<file path="src/rtl/fft_seq_ctrl_if.sv">
// Handshake and memory-control bundle of the FFT sequencer.
// slave  : seen by fft_seq_ctrl (inputs start/inverse/in_valid/out_ready, drives the rest)
// master : seen by the environment driving the sequencer
interface fft_seq_ctrl_if #(
  parameter int unsigned LOG2N = 4
);
  localparam int unsigned SW = (LOG2N > 2) ? $clog2(LOG2N) : 1;

  logic             start;
  logic             inverse;
  logic             in_valid;
  logic             in_ready;
  logic             ld_wr_en;
  logic [LOG2N-1:0] ld_addr;
  logic             rd_en;
  logic [LOG2N-1:0] rd_addr_a;
  logic [LOG2N-1:0] rd_addr_b;
  logic [LOG2N-2:0] tw_addr;
  logic             tw_conj;
  logic             wr_en;
  logic [LOG2N-1:0] wr_addr_a;
  logic [LOG2N-1:0] wr_addr_b;
  logic [SW-1:0]    stage;
  logic             out_valid;
  logic             out_ready;
  logic [LOG2N-1:0] out_addr;
  logic             busy;
  logic             done;

  modport master (
    output start, inverse, in_valid, out_ready,
    input  in_ready, ld_wr_en, ld_addr, rd_en, rd_addr_a, rd_addr_b, tw_addr, tw_conj,
           wr_en, wr_addr_a, wr_addr_b, stage, out_valid, out_addr, busy, done
  );

  modport slave (
    input  start, inverse, in_valid, out_ready,
    output in_ready, ld_wr_en, ld_addr, rd_en, rd_addr_a, rd_addr_b, tw_addr, tw_conj,
           wr_en, wr_addr_a, wr_addr_b, stage, out_valid, out_addr, busy, done
  );
endinterface

</file>
<file path="src/rtl/fft_seq_ctrl.sv">
// In-place radix-2 FFT sequencer: bit-reversed load, LOG2N butterfly stages
// with a D-cycle drain gap between them, natural-order unload.
// Ports: clk, rst (sync, active-high), bus (fft_seq_ctrl_if.slave).
module fft_seq_ctrl #(
  parameter int unsigned LOG2N  = 4,
  parameter int unsigned BF_LAT = 3
) (
  input  logic          clk,
  input  logic          rst,
  fft_seq_ctrl_if.slave bus
);
  localparam int unsigned N    = 1 << LOG2N;
  localparam int unsigned D    = 1 + BF_LAT;
  localparam int unsigned SW   = (LOG2N > 2) ? $clog2(LOG2N) : 1;
  localparam int unsigned AW   = LOG2N;
  localparam int unsigned JW   = LOG2N - 1;
  localparam int unsigned CW   = LOG2N + 1;
  localparam int unsigned GW   = $clog2(D + 1);
  localparam int unsigned SMAX = LOG2N - 1;

  typedef enum logic [2:0] {IDLE, LOAD, CALC, GAP, UNLOAD} state_e;

  state_e        state_q, state_d;
  logic [CW-1:0] cnt_q, cnt_d;
  logic [JW-1:0] j_q, j_d;
  logic [SW-1:0] s_q, s_d;
  logic [GW-1:0] gap_q, gap_d;
  logic          mode_q, mode_d;
  logic          done_q, done_d;

  logic          in_ready_c, ld_wr_en_c, rd_en_c, tw_conj_c, out_valid_c;
  logic [AW-1:0] ld_addr_c, ra_c, rb_c, out_addr_c;
  logic [JW-1:0] tw_c;
  logic [SW-1:0] stage_c;
  logic [AW-1:0] span, jx, kx, ax, tw_full, rev;

  // Read-to-write delay line (memory read + butterfly pipeline)
  logic [D-1:0]  dv_q;
  logic [AW-1:0] da_q [D];
  logic [AW-1:0] db_q [D];

  // State and counter registers
  always_ff @(posedge clk) begin
    if (rst) begin
      state_q <= IDLE;
      cnt_q   <= '0;
      j_q     <= '0;
      s_q     <= '0;
      gap_q   <= '0;
      mode_q  <= 1'b0;
      done_q  <= 1'b0;
    end else begin
      state_q <= state_d;
      cnt_q   <= cnt_d;
      j_q     <= j_d;
      s_q     <= s_d;
      gap_q   <= gap_d;
      mode_q  <= mode_d;
      done_q  <= done_d;
    end
  end

  // Next-state and output decode
  always_comb begin
    state_d = state_q;
    cnt_d   = cnt_q;
    j_d     = j_q;
    s_d     = s_q;
    gap_d   = gap_q;
    mode_d  = mode_q;
    done_d  = 1'b0;

    in_ready_c  = 1'b0;
    ld_wr_en_c  = 1'b0;
    ld_addr_c   = '0;
    rd_en_c     = 1'b0;
    ra_c        = '0;
    rb_c        = '0;
    tw_c        = '0;
    tw_conj_c   = 1'b0;
    stage_c     = '0;
    out_valid_c = 1'b0;
    out_addr_c  = '0;

    for (int i = 0; i < int'(AW); i++) rev[i] = cnt_q[int'(AW) - 1 - i];

    // Butterfly j of stage s: group bits of j move up one place, span bit inserted as 0/1
    span    = AW'(1) << s_q;
    jx      = AW'(j_q);
    kx      = jx & (span - AW'(1));
    ax      = ((jx & ~(span - AW'(1))) << 1) | kx;
    tw_full = kx << (SMAX - 32'(s_q));

    case (state_q)
      IDLE: begin
        if (bus.start) begin
          mode_d  = bus.inverse;
          cnt_d   = '0;
          state_d = LOAD;
        end
      end
      LOAD: begin
        in_ready_c = 1'b1;
        if (bus.in_valid) begin
          ld_wr_en_c = 1'b1;
          ld_addr_c  = rev;
          cnt_d      = cnt_q + CW'(1);
          if (cnt_q == CW'(N - 1)) begin
            s_d     = '0;
            j_d     = '0;
            state_d = CALC;
          end
        end
      end
      CALC: begin
        rd_en_c   = 1'b1;
        ra_c      = ax;
        rb_c      = ax | span;
        tw_c      = tw_full[JW-1:0];
        tw_conj_c = mode_q;
        stage_c   = s_q;
        j_d       = j_q + JW'(1);
        if (j_q == JW'(N / 2 - 1)) begin
          j_d     = '0;
          gap_d   = '0;
          state_d = GAP;
        end
      end
      GAP: begin
        stage_c = s_q;
        gap_d   = gap_q + GW'(1);
        if (gap_q == GW'(D - 1)) begin
          j_d = '0;
          if (s_q == SW'(SMAX)) begin
            cnt_d   = '0;
            state_d = UNLOAD;
          end else begin
            s_d     = s_q + SW'(1);
            state_d = CALC;
          end
        end
      end
      UNLOAD: begin
        out_valid_c = 1'b1;
        out_addr_c  = cnt_q[AW-1:0];
        if (bus.out_ready) begin
          cnt_d = cnt_q + CW'(1);
          if (cnt_q == CW'(N - 1)) begin
            done_d  = 1'b1;
            state_d = IDLE;
          end
        end
      end
      default: state_d = IDLE;
    endcase
  end

  // Delay line: idle slots carry valid=0 and zero addresses
  always_ff @(posedge clk) begin
    if (rst) begin
      dv_q <= '0;
      for (int i = 0; i < int'(D); i++) begin
        da_q[i] <= '0;
        db_q[i] <= '0;
      end
    end else begin
      dv_q[0] <= rd_en_c;
      da_q[0] <= ra_c;
      db_q[0] <= rb_c;
      for (int i = 1; i < int'(D); i++) begin
        dv_q[i] <= dv_q[i-1];
        da_q[i] <= da_q[i-1];
        db_q[i] <= db_q[i-1];
      end
    end
  end

  assign bus.in_ready  = in_ready_c;
  assign bus.ld_wr_en  = ld_wr_en_c;
  assign bus.ld_addr   = ld_addr_c;
  assign bus.rd_en     = rd_en_c;
  assign bus.rd_addr_a = ra_c;
  assign bus.rd_addr_b = rb_c;
  assign bus.tw_addr   = tw_c;
  assign bus.tw_conj   = tw_conj_c;
  assign bus.wr_en     = dv_q[D-1];
  assign bus.wr_addr_a = da_q[D-1];
  assign bus.wr_addr_b = db_q[D-1];
  assign bus.stage     = stage_c;
  assign bus.out_valid = out_valid_c;
  assign bus.out_addr  = out_addr_c;
  assign bus.busy      = (state_q != IDLE);
  assign bus.done      = done_q;
endmodule
</file>
<file path="src/flat_wrapper.sv">
// flat-port wrapper written by rule: the top's interface ports become plain ports
module fft_seq_ctrl_flat 
#(
  parameter int unsigned LOG2N  = 4,
  parameter int unsigned BF_LAT = 3
)
  (clk, rst, bus_start, bus_inverse, bus_in_valid, bus_out_ready, bus_in_ready, bus_ld_wr_en, bus_ld_addr, bus_rd_en, bus_rd_addr_a, bus_rd_addr_b, bus_tw_addr, bus_tw_conj, bus_wr_en, bus_wr_addr_a, bus_wr_addr_b, bus_stage, bus_out_valid, bus_out_addr, bus_busy, bus_done);
  fft_seq_ctrl_if #(.LOG2N(LOG2N)) bus_i ();
  input  logic clk;
  input  logic rst;
  input wire logic [$bits(bus_i.start)-1:0] bus_start;
  input wire logic [$bits(bus_i.inverse)-1:0] bus_inverse;
  input wire logic [$bits(bus_i.in_valid)-1:0] bus_in_valid;
  input wire logic [$bits(bus_i.out_ready)-1:0] bus_out_ready;
  output wire logic [$bits(bus_i.in_ready)-1:0] bus_in_ready;
  output wire logic [$bits(bus_i.ld_wr_en)-1:0] bus_ld_wr_en;
  output wire logic [$bits(bus_i.ld_addr)-1:0] bus_ld_addr;
  output wire logic [$bits(bus_i.rd_en)-1:0] bus_rd_en;
  output wire logic [$bits(bus_i.rd_addr_a)-1:0] bus_rd_addr_a;
  output wire logic [$bits(bus_i.rd_addr_b)-1:0] bus_rd_addr_b;
  output wire logic [$bits(bus_i.tw_addr)-1:0] bus_tw_addr;
  output wire logic [$bits(bus_i.tw_conj)-1:0] bus_tw_conj;
  output wire logic [$bits(bus_i.wr_en)-1:0] bus_wr_en;
  output wire logic [$bits(bus_i.wr_addr_a)-1:0] bus_wr_addr_a;
  output wire logic [$bits(bus_i.wr_addr_b)-1:0] bus_wr_addr_b;
  output wire logic [$bits(bus_i.stage)-1:0] bus_stage;
  output wire logic [$bits(bus_i.out_valid)-1:0] bus_out_valid;
  output wire logic [$bits(bus_i.out_addr)-1:0] bus_out_addr;
  output wire logic [$bits(bus_i.busy)-1:0] bus_busy;
  output wire logic [$bits(bus_i.done)-1:0] bus_done;
  assign bus_i.start = bus_start;
  assign bus_i.inverse = bus_inverse;
  assign bus_i.in_valid = bus_in_valid;
  assign bus_i.out_ready = bus_out_ready;
  assign bus_in_ready = bus_i.in_ready;
  assign bus_ld_wr_en = bus_i.ld_wr_en;
  assign bus_ld_addr = bus_i.ld_addr;
  assign bus_rd_en = bus_i.rd_en;
  assign bus_rd_addr_a = bus_i.rd_addr_a;
  assign bus_rd_addr_b = bus_i.rd_addr_b;
  assign bus_tw_addr = bus_i.tw_addr;
  assign bus_tw_conj = bus_i.tw_conj;
  assign bus_wr_en = bus_i.wr_en;
  assign bus_wr_addr_a = bus_i.wr_addr_a;
  assign bus_wr_addr_b = bus_i.wr_addr_b;
  assign bus_stage = bus_i.stage;
  assign bus_out_valid = bus_i.out_valid;
  assign bus_out_addr = bus_i.out_addr;
  assign bus_busy = bus_i.busy;
  assign bus_done = bus_i.done;
  fft_seq_ctrl #(.LOG2N(LOG2N), .BF_LAT(BF_LAT)) u_core (.clk(clk), .rst(rst), .bus(bus_i));
endmodule
</file>
<file path="config.mk">
export PLATFORM = sky130hd
export DESIGN_NAME = fft_seq_ctrl_flat
export DESIGN_NICKNAME = d
export VERILOG_FILES = /design/src/rtl/fft_seq_ctrl_if.sv /design/src/rtl/fft_seq_ctrl.sv /design/src/flat_wrapper.sv
export SDC_FILE = /design/constraint.sdc
export NUM_CORES = 1
export LEC_CHECK = 0
export CAP_MARGIN = 10
export CORE_AREA = 2 2 61 121
export CTS_CLUSTER_DIAMETER = 120
export DETAILED_ROUTE_END_ITERATION = 7
export DIE_AREA = 0 0 63 123
export GPL_TIMING_DRIVEN = 0
export MAX_ROUTING_LAYER = met4
export PLACE_DENSITY = 0.64
export SYNTH_ARGS = -nofsm -noshare
export SYNTH_HDL_FRONTEND = slang
export SYNTH_SLANG_ARGS = --single-unit
</file>
<file path="constraint.sdc">
create_clock -name clk -period 2.32 [get_ports clk]
set_input_delay 0.232 -clock clk [delete_from_list [all_inputs] [get_ports clk]]
set_output_delay 0.232 -clock clk [all_outputs]
set_load 0.005 [all_outputs]
</file>
## After elaboration in Yosys (flattened, before gate mapping)

Memories as Yosys holds them, arrays and structs flattened.
Index checks and enable logic that the tools add are counted.

- Logic and storage cells: 115
- Register bits: 22
- RAM bits: 32
- Memories: 2

- Reductions and logical operators: 14
- Mux-type cells: 51
- Bitwise operators: 15
- Equal/unequal tests: 17
- Add/sub/neg operators: 6
- Shifts and indexed selects: 2

Memory list:

| memory | depth | bits a word | read ports | clocked after memory_dff | write ports | line | text |
|---|---|---|---|---|---|---|---|
| u_core.da_q | 4 | 4 | 4 | 0 | 4 | fft_seq_ctrl.sv:39 | `logic [AW-1:0] da_q [D];` |
| u_core.db_q | 4 | 4 | 4 | 0 | 4 | fft_seq_ctrl.sv:40 | `logic [AW-1:0] db_q [D];` |

Operator list:

| kind | number |
|---|---|
| 2-to-1 mux 4 bit | 13 |
| 2-to-1 mux 3 bit | 13 |
| << shifter 4 x 32 -> 3 bit | 1 |
| 2-to-1 mux 5 bit | 5 |
| case mux 5 bit (4 select lines) | 1 |
| case mux 3 bit (5 select lines) | 1 |
| 2-to-1 mux 1 bit | 10 |
| 2-to-1 mux 2 bit | 5 |
| != test 2 x 1 -> 1 bit, second input constant | 5 |
| equality test 3 x 2 -> 1 bit, second input constant | 3 |
| case mux 3 bit (3 select lines) | 1 |
| != test 2 bit, second input constant | 4 |
| bitwise OR 1 bit | 8 |
| bitwise OR 4 bit | 2 |
| AND reduction 7 bit | 1 |
| adder 3 x 1 -> 3 bit, second input constant | 2 |
| equality test 3 bit, second input constant | 2 |
| case mux 3 bit (2 select lines) | 1 |
| AND reduction 6 bit | 1 |
| nonzero test 3 bit | 2 |
| adder 5 x 1 -> 5 bit, second input constant | 1 |
| equality test 5 x 4 -> 1 bit, second input constant | 1 |
| AND reduction 5 bit | 1 |
| AND 3 x 4 -> 4 bit | 1 |
| 17 further kinds | 20 |

## Longest topological paths before layout

Gate-level depths: netlist (run 1).

- Word-level depth: 8
- Depth in mapped cells: 7

## Worst setup path before layout (run 1)

OpenSTA, ideal clock, no wires.

- Path kind: register to register
- Start: register u_core.cnt_q[0]
- End: register u_core.cnt_q[2]
- Clock period less this slack: 1.757 ns
- Slack: 0.563 ns
- Cell stages (with the launch flop): 8
- Data arrival time: 1.631 ns
- Library setup time: 0.126 ns
- Path buffers: 0
- Data required time: 2.194 ns
- Cell sequence: dfxtp_1 -> ha_1 -> and3_1 -> ha_1 -> mux2i_1 -> a211o_4 -> o211ai_2 -> o211ai_1

- Longest elaborated chain between the ends: 3
- Elaborated cells on any way between the ends: 4
- Those cells by class: add/sub (1); mux (3)

Ends and longest elaborated chain:

| what | line | text |
|---|---|---|
| start, declared | fft_seq_ctrl.sv:24 | `logic [CW-1:0] cnt_q, cnt_d;` |
| start signal, assigned | fft_seq_ctrl.sv:54 | `cnt_q <= cnt_d;` |
| adder 5 x 1 -> 5 bit (*) | fft_seq_ctrl.sv:107, fft_seq_ctrl.sv:147 |  |
| 2-to-1 mux 5 bit (on tied branches) | fft_seq_ctrl.sv:146, fft_seq_ctrl.sv:104 |  |
| case mux 5 bit (4 select lines) (*) | fft_seq_ctrl.sv:94 | `case (state_q)` |

Mark *: on every way between the ends. The rest lies on a longest branch, timed or not. The select of a mux whose other input is x is not followed.
A chain may end at the register's enable or synchronous reset.

## Final worst setup path (run 1)

- Start: register u_core.s_q[0]
- End: output port bus_rd_addr_b[1]

- Longest elaborated chain between the ends: 7
- Elaborated cells on any way between the ends: 8
- Those cells by class: add/sub (1); shift (1); mux (1); bitwise (5)

Ends and longest elaborated chain:

| what | line | text |
|---|---|---|
| start, declared | fft_seq_ctrl.sv:26 | `logic [SW-1:0] s_q, s_d;` |
| start signal, assigned | fft_seq_ctrl.sv:48 | `s_q <= '0;` |
| start signal, assigned | fft_seq_ctrl.sv:56 | `s_q <= s_d;` |
| << shifter 1 x 2 -> 4 bit (*) | fft_seq_ctrl.sv:88 | `span = AW'(1) << s_q;` |
| subtractor 4 x 1 -> 4 bit | fft_seq_ctrl.sv:90 | `kx = jx & (span - AW'(1));` |
| NOT 3 bit | fft_seq_ctrl.sv:91 | `ax = ((jx & ~(span - AW'(1))) << 1) \| kx;` |
| AND 3 bit | fft_seq_ctrl.sv:91 |  |
| bitwise OR 4 bit | fft_seq_ctrl.sv:91 |  |
| bitwise OR 4 bit (*) | fft_seq_ctrl.sv:118 | `rb_c = ax \| span;` |
| 2-to-1 mux 4 bit (*) | fft_seq_ctrl.sv:94 |  |
| end, declared | flat_wrapper.sv:20 | `output wire logic [$bits(bus_i.rd_addr_b)-1:0] bus_rd_addr_b;` |

Mark *: on every way between the ends. The rest lies on a longest branch, timed or not.

==> implementation parameters, run 1 <==
Parameter                              Value

Power and ir drop
  Proportion of power drawn by the clock network    32.6%
  Reg power frac    39.9%
  Cell area power density    814.6 nW/um2
  Max rail drop VDD    458.8 uV
  Power share of the combinational group    27.5%
  Sw Ratio    29.15%
  Switching power of the nets    0.0007423 W
  Internal Power    0.001805 W
  Leakage component of the power    1.221 nW

Yosys
  Count of flip-flops with a built-in enable after synthesis    0
  Total number of yosys warnings    0
  Ys flop type    sky130_fd_sc_hd__dfxtp_1
  Mean area per synthesized cell    9.570 um2
  Fraction of the yosys area taken by sequential cells    46.10%
  Mapped Cells    245
  Net count of the mapped netlist    262
  Number of distinct library cell variants in the gate-level netlist after synthesis    52
  Post-synthesis async set-or-reset flop share    0%
  Netlist area before placement    2345 um2
  Total of flip-flops plus latches after synthesis    54

Timing
  Setup repair after global routing missed its margin    no
  Fin Clk Skew    3.705 ps
  Transition time at the pin with the least slew margin    527.4 ps
  Hold violation total from the final report    0
  Min Tclk post-route    2261 ps
  Slack of the critical path    58.98 ps
  Worst-case headroom to the max-slew limit    64.71%
  Final clock period utilization by the worst path    97.46%
  Final Slew Violations    0
  Final setup violating endpoints    0
  Fmax    442.3 MHz

Die
  Effective utilization at floorplan    34.32%
  Die W    63 um
  Die Footprint    7749 um2
  Boundary Pins    43
  Die Height    123 um
  Total core area    6833 um2
  Row cnt    43

Detailed routing
  Count of TritonRoute iterations in the first routing pass    4
  DRC violation total after the first TritonRoute iteration    40
  Number of vias after detailed routing    1859
  Total length of routed wires    4.940 mm
  Number of nets with antenna violations after detailed routing    0
  Remaining DRCs    0
  Routed length per instance    12.83 um
  DR vias/cell    4.829

Cells and area
  Layout cells sized above 1    15.25%
  Final #Nets    312
  ANT cells    0
  Area added between synthesis and finish    33.35%
  Non-filler instance count after layout    385
  Layout fillers    642

Clocking
  H-tree Lvls    2
  TritonCTS clock tree    yes
  Total CTS buffers    5
  Clk sink count    54
  Insertion delay to the later sink of the worst-skew pair    290 ps
  Root Buffer Master    sky130_fd_sc_hd__clkbuf_16
  Number of hold buffers added after cts    0
  Clock transition time at the flip-flop clock pins of the worst setup and hold paths    70 ps
  Number of buffers between clock root and the deepest sink    2

GRT
  Total grt overflow    0
  Largest net degree at the start of global routing    17
  Overall fraction of global-route tracks in use    14.02%
  Number of antenna violations at the first check in global routing    0
  Vias in the first global route    1789
  Global-route wire length before repair    8.507 mm

Worst setup path
  Family of cells with the greatest summed delay on the critical path    buffers and inverters
  CP Capture Type    output pin
  Critical path buffers and inverters    2
  Arr. time, crit path    2030 ps
  Series of cell instances along the critical path    clkinvlp_4 -> ha_4 -> xor2_4 -> nor2_4 -> a211oi_2 -> nor2_1 -> clkdlybuf4s50_1
  Maximum single-stage delay on the critical path    460 ps
  Setup Crit Path Kind    flop to output pin
  Startpoint Class    flop
  Worst EP required    2090 ps
  Worst Path Max Fanout    5
  Slowest stage cell, crit path    sky130_fd_sc_hd__clkdlybuf4s50_1

Place
  Number of placed instances with taps included    376
  Dpl hpwl    3.503 mm
  Count of input and output buffers    41
  Last weighted congestion value of the routability-driven placer    0.9041
  Worst slack at placement    -4.071 ps

Job
  MaxCap Viol Count    0

Hold path
  Min-delay worst type    primary input to flop

Outcome
  Outcome    complete, no violations
-- cell type report --
cell class                 count  area, um2  share of cell area (%)
tap                           90      112.6                   3.601
clock buffer                   5      125.1                   4.002
multi-input combinational    169       1212                   38.78
buffer                        11      73.82                   2.361
clock inverter                 2      38.79                   1.240
timing repair buffer          43      430.4                   13.77
sequential                    54       1089                   34.81
inverter                      11      45.04                   1.441
-- worst reg2reg max path: stages (launching register included) --
cell and delay [ps]:
sky130_fd_sc_hd__dfxtp_1 430, sky130_fd_sc_hd__ha_1 230, sky130_fd_sc_hd__and3_1 180, sky130_fd_sc_hd__ha_1 250, sky130_fd_sc_hd__mux2i_1 120, sky130_fd_sc_hd__a211o_4 380
sky130_fd_sc_hd__o211ai_2 240, sky130_fd_sc_hd__o211ai_1 110
-- cells in the final DEF, fill, tap and decap left out, types with 3 or more instances in the layout --
| cell | synthesis | layout |
|---|---|---|
| sky130_fd_sc_hd__nor2_1 | 28 | 27 |
| sky130_fd_sc_hd__nand2b_1 | 4 | 4 |
| sky130_fd_sc_hd__dfxtp_1 | 54 | 52 |
| sky130_fd_sc_hd__and2_1 | 6 | 6 |
| sky130_fd_sc_hd__mux2_2 | 3 | 3 |
| sky130_fd_sc_hd__clkdlybuf4s50_1 | 0 | 36 |
| sky130_fd_sc_hd__dlymetal6s2s_1 | 0 | 3 |
| sky130_fd_sc_hd__ha_1 | 11 | 9 |
| sky130_fd_sc_hd__nand3_1 | 8 | 8 |
| sky130_fd_sc_hd__nor3_1 | 5 | 5 |
| sky130_fd_sc_hd__o21ai_0 | 4 | 4 |
| sky130_fd_sc_hd__inv_2 | 2 | 3 |
| sky130_fd_sc_hd__nand3b_1 | 6 | 6 |
| sky130_fd_sc_hd__and3_1 | 7 | 7 |
| sky130_fd_sc_hd__o22ai_1 | 3 | 3 |
| sky130_fd_sc_hd__clkbuf_16 | 0 | 5 |
| sky130_fd_sc_hd__nand2_1 | 8 | 8 |
| sky130_fd_sc_hd__inv_1 | 8 | 6 |
| sky130_fd_sc_hd__mux2i_1 | 3 | 3 |
| sky130_fd_sc_hd__o21a_1 | 3 | 3 |
| sky130_fd_sc_hd__buf_6 | 4 | 4 |
| sky130_fd_sc_hd__nor2b_1 | 30 | 29 |
| sky130_fd_sc_hd__clkbuf_1 | 4 | 4 |
| sky130_fd_sc_hd__a21oi_1 | 7 | 7 |
-- final timing paths --
kind / start / end / slack [ps] / cells past startpoint
worst max register to register: u_core.cnt_q[0]$_SDFFE_PP0P_ / u_core.cnt_q[2]$_SDFFE_PP0P_ / 270 / 7
worst min-delay path: rst / u_core.da_q[1][1]$_SDFF_PP0_ / 260 / 2
worst min register to register: u_core.db_q[2][0]$_SDFF_PP0_ / u_core.db_q[3][0]$_SDFF_PP0_ / 430 / 1
worst max-delay path: u_core.s_q[0]$_SDFFE_PP0P_ / bus_rd_addr_b[1] / 60 / 7
-- registers in the layout (all words and copies together) (netlist names) --
register and count:
u_core.cnt_q 5, u_core.mode_q 1, u_core.j_q 3, u_core.state_q 3, u_core.dv_q 4, u_core.gap_q 3
u_core.s_q 2, u_core.da_q 16, u_core.bus.done 1, u_core.db_q 16
-- metal layers --
layer / vias up / wire [um] / GRT usage, %
met1: 872 / 2110 / 16.24
met5: - / 0 / -
li1: 932 / - / -
met3: 6 / 228 / 3.094
met4: 0 / 75 / 6.389
met2: 49 / 2526 / 23.07
-- cells by family (layout without fill, tap and decap cells) --
kind of cell / count (synthesis) / in the layout / share of synthesized area [%]
AO/OA/AOI/OAI: 32 / 32 / 10.09
XOR/XNOR: 2 / 2 / 0.7472
adder cells (fa/ha/maj): 11 / 11 / 5.870
buffers and inverters: 22 / 72 / 4.909
flip-flops: 54 / 54 / 46.10
multiplexers: 6 / 6 / 2.721
AND/OR/NAND/NOR: 118 / 118 / 29.56
-- synthesized netlist by cell type (2+ instances only) --
cell,instances,area (um2)
sky130_fd_sc_hd__dfxtp_1,54,1081
sky130_fd_sc_hd__nor2b_1,30,187.7
sky130_fd_sc_hd__nor2_1,28,105.1
sky130_fd_sc_hd__ha_1,11,137.6
sky130_fd_sc_hd__inv_1,8,30.03
sky130_fd_sc_hd__nand2_1,8,30.03
sky130_fd_sc_hd__nand3_1,8,40.04
sky130_fd_sc_hd__a21oi_1,7,35.03
sky130_fd_sc_hd__and3_1,7,43.79
sky130_fd_sc_hd__and2_1,6,37.54
sky130_fd_sc_hd__nand3b_1,6,45.04
sky130_fd_sc_hd__nor3_1,5,25.02
sky130_fd_sc_hd__buf_6,4,45.04
sky130_fd_sc_hd__clkbuf_1,4,15.01
sky130_fd_sc_hd__nand2b_1,4,25.02
sky130_fd_sc_hd__o21ai_0,4,20.02
sky130_fd_sc_hd__mux2_2,3,33.78
sky130_fd_sc_hd__mux2i_1,3,30.03
sky130_fd_sc_hd__o21a_1,3,22.52
sky130_fd_sc_hd__o22ai_1,3,18.77
sky130_fd_sc_hd__a22o_1,2,17.52
sky130_fd_sc_hd__buf_2,2,10.01
sky130_fd_sc_hd__inv_2,2,7.510
sky130_fd_sc_hd__nand2_2,2,12.51
sky130_fd_sc_hd__nor4b_2,2,30.03
sky130_fd_sc_hd__o211ai_1,2,15.01
sky130_fd_sc_hd__or3_1,2,12.51
-- through the flow --
| step | setup TNS, ps | utilization [%] | hold slack [ps] | total power (W) | instance area (um2) |
|---|---|---|---|---|---|
| CTS | 0 | 45.23 | 262.5 | 0.002567 | 3090 |
| floorplan | 0 | - | 375.9 | 0.001517 | 2345 |
| finish | 0 | 45.76 | 260.4 | 0.002547 | 3127 |
| global route | 0 | 45.76 | 272.0 | 0.002682 | 3127 |
| global placement | 0 | 41.97 | 416.8 | 0.001717 | 2868 |
| detailed placement | -4.071 | 41.97 | 420.4 | 0.001730 | 2868 |
-- power groups by stage --
| stage | sequential, W | clock (W) | combinational (W) |
|---|---|---|---|
| floorplan | 0.00103 | 0 | 0.000489 |
| global placement | 0.00103 | 0 | 0.000683 |
| detailed placement | 0.00104 | 0 | 0.000695 |
| CTS | 0.00101 | 0.000849 | 0.000705 |
| global route | 0.00102 | 0.000893 | 0.000767 |
| finish | 0.00102 | 0.000831 | 0.000701 |
-- what timing repair did --
action	CTS	global route
pin swaps	1	3
gates resized for setup	15	7
setup buffers	2	0
setup endpoints to repair	8	4
(Power assumes the default switching activity.)
==> inputs of run 2 (changes only) <==
--- a/config.mk
+++ b/config.mk
@@ -5,6 +5,7 @@
 export SDC_FILE = /design/constraint.sdc
 export NUM_CORES = 1
 export LEC_CHECK = 0
+export ABC_AREA = 1
 export CAP_MARGIN = 10
 export CORE_AREA = 2 2 61 121
 export CTS_CLUSTER_DIAMETER = 120
==> constraint.sdc (replaced) <==
create_clock -name clk -period 2.5 [get_ports clk]
set_input_delay 0.25 -clock clk [delete_from_list [all_inputs] [get_ports clk]]
set_output_delay 0.25 -clock clk [all_outputs]
set_load 0.005 [all_outputs]
==> run 2 against run 1 <==
Compared with the run above:
- setup slack better by 120 ps
- via count up 3.8%
- clock power down 4.9%
- non-clock buffer count down 5
- register-to-register slack better by 550 ps
- routed wire length down 11%
- synthesized cell count up 28%
- cell count up 18%
- sequential power about the same
- sequential cell count unchanged
- critical path depth up 1
- largest cell class is now registers
==> implementation parameters, run 2 <==
Parameter                              Value

Outcome
  Outcome    complete, no violations

Worst setup path
  CP Capture Type    output pin
  Beginning of the worst register-to-register path    u_core.cnt_q[1]$_SDFFE_PP0P_
  Worst r2r path cells    11 (+4)
  Worst-case register-to-register setup slack    820 ps (+550 ps)
  Setup Crit Path Kind    flop to output pin
  Arr. time, crit path    2070 ps (+40 ps)
  Worst EP required    2250 ps (+160 ps)
  Startpoint Class    flop
  Endpoint of the worst register-to-register path    u_core.state_q[2]$_SDFFE_PP0P_
  Worst Path Max Fanout    9 (+4)

Clocking
  Root Buffer Master    sky130_fd_sc_hd__clkbuf_16
  Clk sink count    54 (unchanged)
  Number of hold buffers added after cts    0 (unchanged)
  Insertion delay to the later sink of the worst-skew pair    290 ps (about the same)
  Total CTS buffers    5 (unchanged)
  H-tree Lvls    2 (unchanged)
  Clock transition time at the flip-flop clock pins of the worst setup and hold paths    70 ps (about the same)
  Number of buffers between clock root and the deepest sink    2 (unchanged)
  TritonCTS clock tree    yes
  Post-CTS Repair Setup Buffers    0 (-2)

Cells and area
  Layout cells sized above 1    12.91% (-2.3 points)
  Top library cells by usage in the layout, fill and taps aside    69 x sky130_fd_sc_hd__nor2_1, 54 x sky130_fd_sc_hd__inv_1, 52 x sky130_fd_sc_hd__dfxtp_1
  Non-filler instance count after layout    454 (+18%)
  Area added between synthesis and finish    31.15%
  Final #Nets    380 (+22%)
  Regs by FF count    u_core.da_q (16), u_core.db_q (16), u_core.cnt_q (5)
  ANT cells    0 (unchanged)
  Commonest non-fill, non-tap cell in the layout    sky130_fd_sc_hd__nor2_1

Yosys
  Total of flip-flops plus latches after synthesis    54 (unchanged)
  Number of distinct library cell variants in the gate-level netlist after synthesis    29 (-44%)
  Main area contributors after synthesis    sky130_fd_sc_hd__dfxtp_1 46%, sky130_fd_sc_hd__nor2_1 11%, sky130_fd_sc_hd__inv_1 9.0%, sky130_fd_sc_hd__ha_1 5.9%, sky130_fd_sc_hd__nand2_1 5.6%
  Count of flip-flops with a built-in enable after synthesis    0 (unchanged)
  Post-synthesis async set-or-reset flop share    0% (unchanged)
  Mapped Cells    314 (+28%)
  Yosys top cell area share    46.40% (+0.30 points)
  Total number of yosys warnings    0 (unchanged)
  Commonest cells in the netlist    69 x sky130_fd_sc_hd__nor2_1, 56 x sky130_fd_sc_hd__inv_1, 54 x sky130_fd_sc_hd__dfxtp_1
  Mean area per synthesized cell    7.420 um2 (-22%)
  Library cell with the largest summed area after synthesis    sky130_fd_sc_hd__dfxtp_1
  Net count of the mapped netlist    331 (+26%)
  Fraction of the yosys area taken by sequential cells    46.40% (+0.30 points)
  Most common cell in the netlist    sky130_fd_sc_hd__nor2_1
  Ys flop type    sky130_fd_sc_hd__dfxtp_1
  Netlist area before placement    2330 um2 (-0.64%)

Power and ir drop
  Sw Ratio    36.06% (+6.9 points)
  Power share of the combinational group    37.3% (+9.8 points)
  Cell area power density    953.8 nW/um2 (+17%)
  Switching power of the nets    0.001051 W (+42%)
  Max rail drop VDD    461.5 uV (+0.59%)
  Total design power    0.002914 W (+14%)
  Internal Power    0.001863 W (+3.2%)
  Reg power frac    35.5% (-4.4 points)
  Proportion of power drawn by the clock network    27.1% (-5.5 points)
  Leakage component of the power    1.249 nW (+2.3%)

GRT
  Overall fraction of global-route tracks in use    12.21% (-1.8 points)
  Number of antenna violations at the first check in global routing    0 (unchanged)
  Largest net degree at the start of global routing    19 (+2)
  Vias in the first global route    1665 (-6.9%)
  Global-route wire length before repair    7.417 mm (-13%)
  Total grt overflow    0 (unchanged)

Timing
  Aggregate negative setup slack    0 ps (unchanged)
  Fmax    431.4 MHz
  Hold violation total from the final report    0 (unchanged)
  Min Tclk post-route    2318 ps
  Worst-case headroom to the max-slew limit    63.02% (-1.7 points)
  Final setup violating endpoints    0 (unchanged)
  Transition time at the pin with the least slew margin    554.8 ps (+27.35 ps)
  Fin Clk Skew    3.425 ps (-0.2806 ps)
  Final clock period utilization by the worst path    92.73%
  Setup repair after global routing missed its margin    no
  Final Slew Violations    0 (unchanged)

Die
  Die Height    123 um (unchanged)
  Boundary Pins    43 (unchanged)
  Row cnt    43 (unchanged)
  Die Footprint    7749 um2 (unchanged)
  Total core area    6833 um2 (unchanged)
  Die W    63 um (unchanged)
  Effective utilization at floorplan    34.10% (-0.22 points)

Detailed routing
  Remaining DRCs    0 (unchanged)
  DR vias/cell    4.251 (-12%)
  Total length of routed wires    4.379 mm (-11%)
  Routed length per instance    9.645 um (-25%)
  Number of vias after detailed routing    1930 (+3.8%)
  Number of nets with antenna violations after detailed routing    0 (unchanged)
  Count of TritonRoute iterations in the first routing pass    4 (unchanged)
  DRC violation total after the first TritonRoute iteration    61 (+53%)

Place
  Number of placed instances with taps included    446 (+19%)
  Count of input and output buffers    42 (+2.4%)
  Dpl hpwl    3.182 mm (-9.2%)
  Last weighted congestion value of the routability-driven placer    0.7813 (-14%)

Hold path
  Min-delay worst type    flop to flop
  Number of cells on the worst hold path    2 (unchanged)
  Worst min-delay path startpoint    u_core.db_q[0][0]$_SDFF_PP0_
  Hold Path Sink    u_core.db_q[1][0]$_SDFF_PP0_

Job
  MaxCap Viol Count    0 (unchanged)
-- run 2: changes by cell type after synthesis, sizes merged, moves of 5 or more --
cell	before	now
a21oi	8	18
and2	6	0
and3	7	0
nand3	8	16
nor2	29	76
nand2	10	43
o21ai	5	11
nor2b	30	0
inv	10	64
nand2b	5	0
nand3b	6	0
-- run 2: cells by family after synthesis --
logic type / after synthesis / share of synthesized area (%)
AND/OR/NAND/NOR: 142 / 26.75
buffers and inverters: 72 / 12.19
flip-flops: 54 / 46.40
AO/OA/AOI/OAI: 32 / 7.627
adder cells (fa/ha/maj): 11 / 5.908
XOR/XNOR: 3 / 1.128
-- run 2: worst max-delay path, stage by stage, from the launching register on --
cell and delay [ps]:
sky130_fd_sc_hd__dfxtp_4 400, sky130_fd_sc_hd__inv_2 70, sky130_fd_sc_hd__ha_2 210, sky130_fd_sc_hd__xnor2_2 130, sky130_fd_sc_hd__nand2_1 100, sky130_fd_sc_hd__o21ai_0 120
sky130_fd_sc_hd__o21ai_1 230, sky130_fd_sc_hd__inv_1 70, sky130_fd_sc_hd__clkdlybuf4s50_1 450
-- run 2: how the worst max path moves through the flow --
stage	depth (start not counted)	slack, ps	start	endpoint
finish	8	180	u_core.s_q[0]$_SDFFE_PP0P_	bus_rd_addr_b[1]
global route	8	20	u_core.s_q[0]$_SDFFE_PP0P_	bus_rd_addr_b[1]
CTS	8	60	u_core.s_q[0]$_SDFFE_PP0P_	bus_rd_addr_a[1]
detailed placement	8	180	u_core.s_q[0]$_SDFFE_PP0P_	bus_rd_addr_b[1]
global placement	8	180	u_core.s_q[0]$_SDFFE_PP0P_	bus_rd_addr_b[1]
floorplan	7	900	u_core.s_q[0]$_SDFFE_PP0P_	bus_rd_addr_b[1]
-- run 2: cell type report --
cell class | instances | area [um2]
Buffer | 7 | 40.04
Clock buffer | 5 | 125.1
Tap cell | 90 | 112.6
Fill cell | 699 | 3777
Clock inverter | 3 | 47.55
Timing Repair Buffer | 42 | 420.4
Multi-Input combinational cell | 188 | 977.2
Inverter | 65 | 244.0
Sequential cell | 54 | 1089
-- run 2: metal layers --
layer | wire, um | vias up | global-route usage (%) | share of wire [%]
met5 | 0 | - | - | 0
met4 | 74 | 0 | 4.583 | 1.7
met3 | 196 | 6 | 2.639 | 4.5
met2 | 2080 | 47 | 20.41 | 47
met1 | 2028 | 838 | 14.31 | 46
li1 | - | 1039 | - | -
-- run 2: power by group through the flow --
stage / Combinational [W] / Clock (W) / Sequential, W
after floorplan: 0.000794 / 0 / 0.00103
after global routing: 0.00125 / 0.000846 / 0.00105
final: 0.00109 / 0.000790 / 0.00104
after global placement: 0.00107 / 0 / 0.00105
after CTS: 0.00108 / 0.000810 / 0.00103
after detailed placement: 0.00108 / 0 / 0.00105
-- run 2: timing repair --
item | in CTS | in global routing
gates cloned | 0 | 0
resized for setup | 3 | 7
pin swaps | 0 | 1
setup endpoints to repair | 4 | 6
-- run 2: per-stage QoR --
| step | util, % | area (um2) | worst slack, ps | hold slack, ps |
|---|---|---|---|---|
| 2_1_floorplan | - | 2330 | 899.6 | 328.8 |
| 3_3_place_gp | 41.90 | 2863 | 181.8 | 388.8 |
| 3_5_place_dp | 41.90 | 2863 | 181.7 | 392.0 |
| 4_1_cts | 44.46 | 3038 | 60.29 | 398.8 |
| 5_1_grt | 44.72 | 3055 | 21.98 | 402.7 |
| 6_report | 44.72 | 3055 | 181.7 | 397.5 |
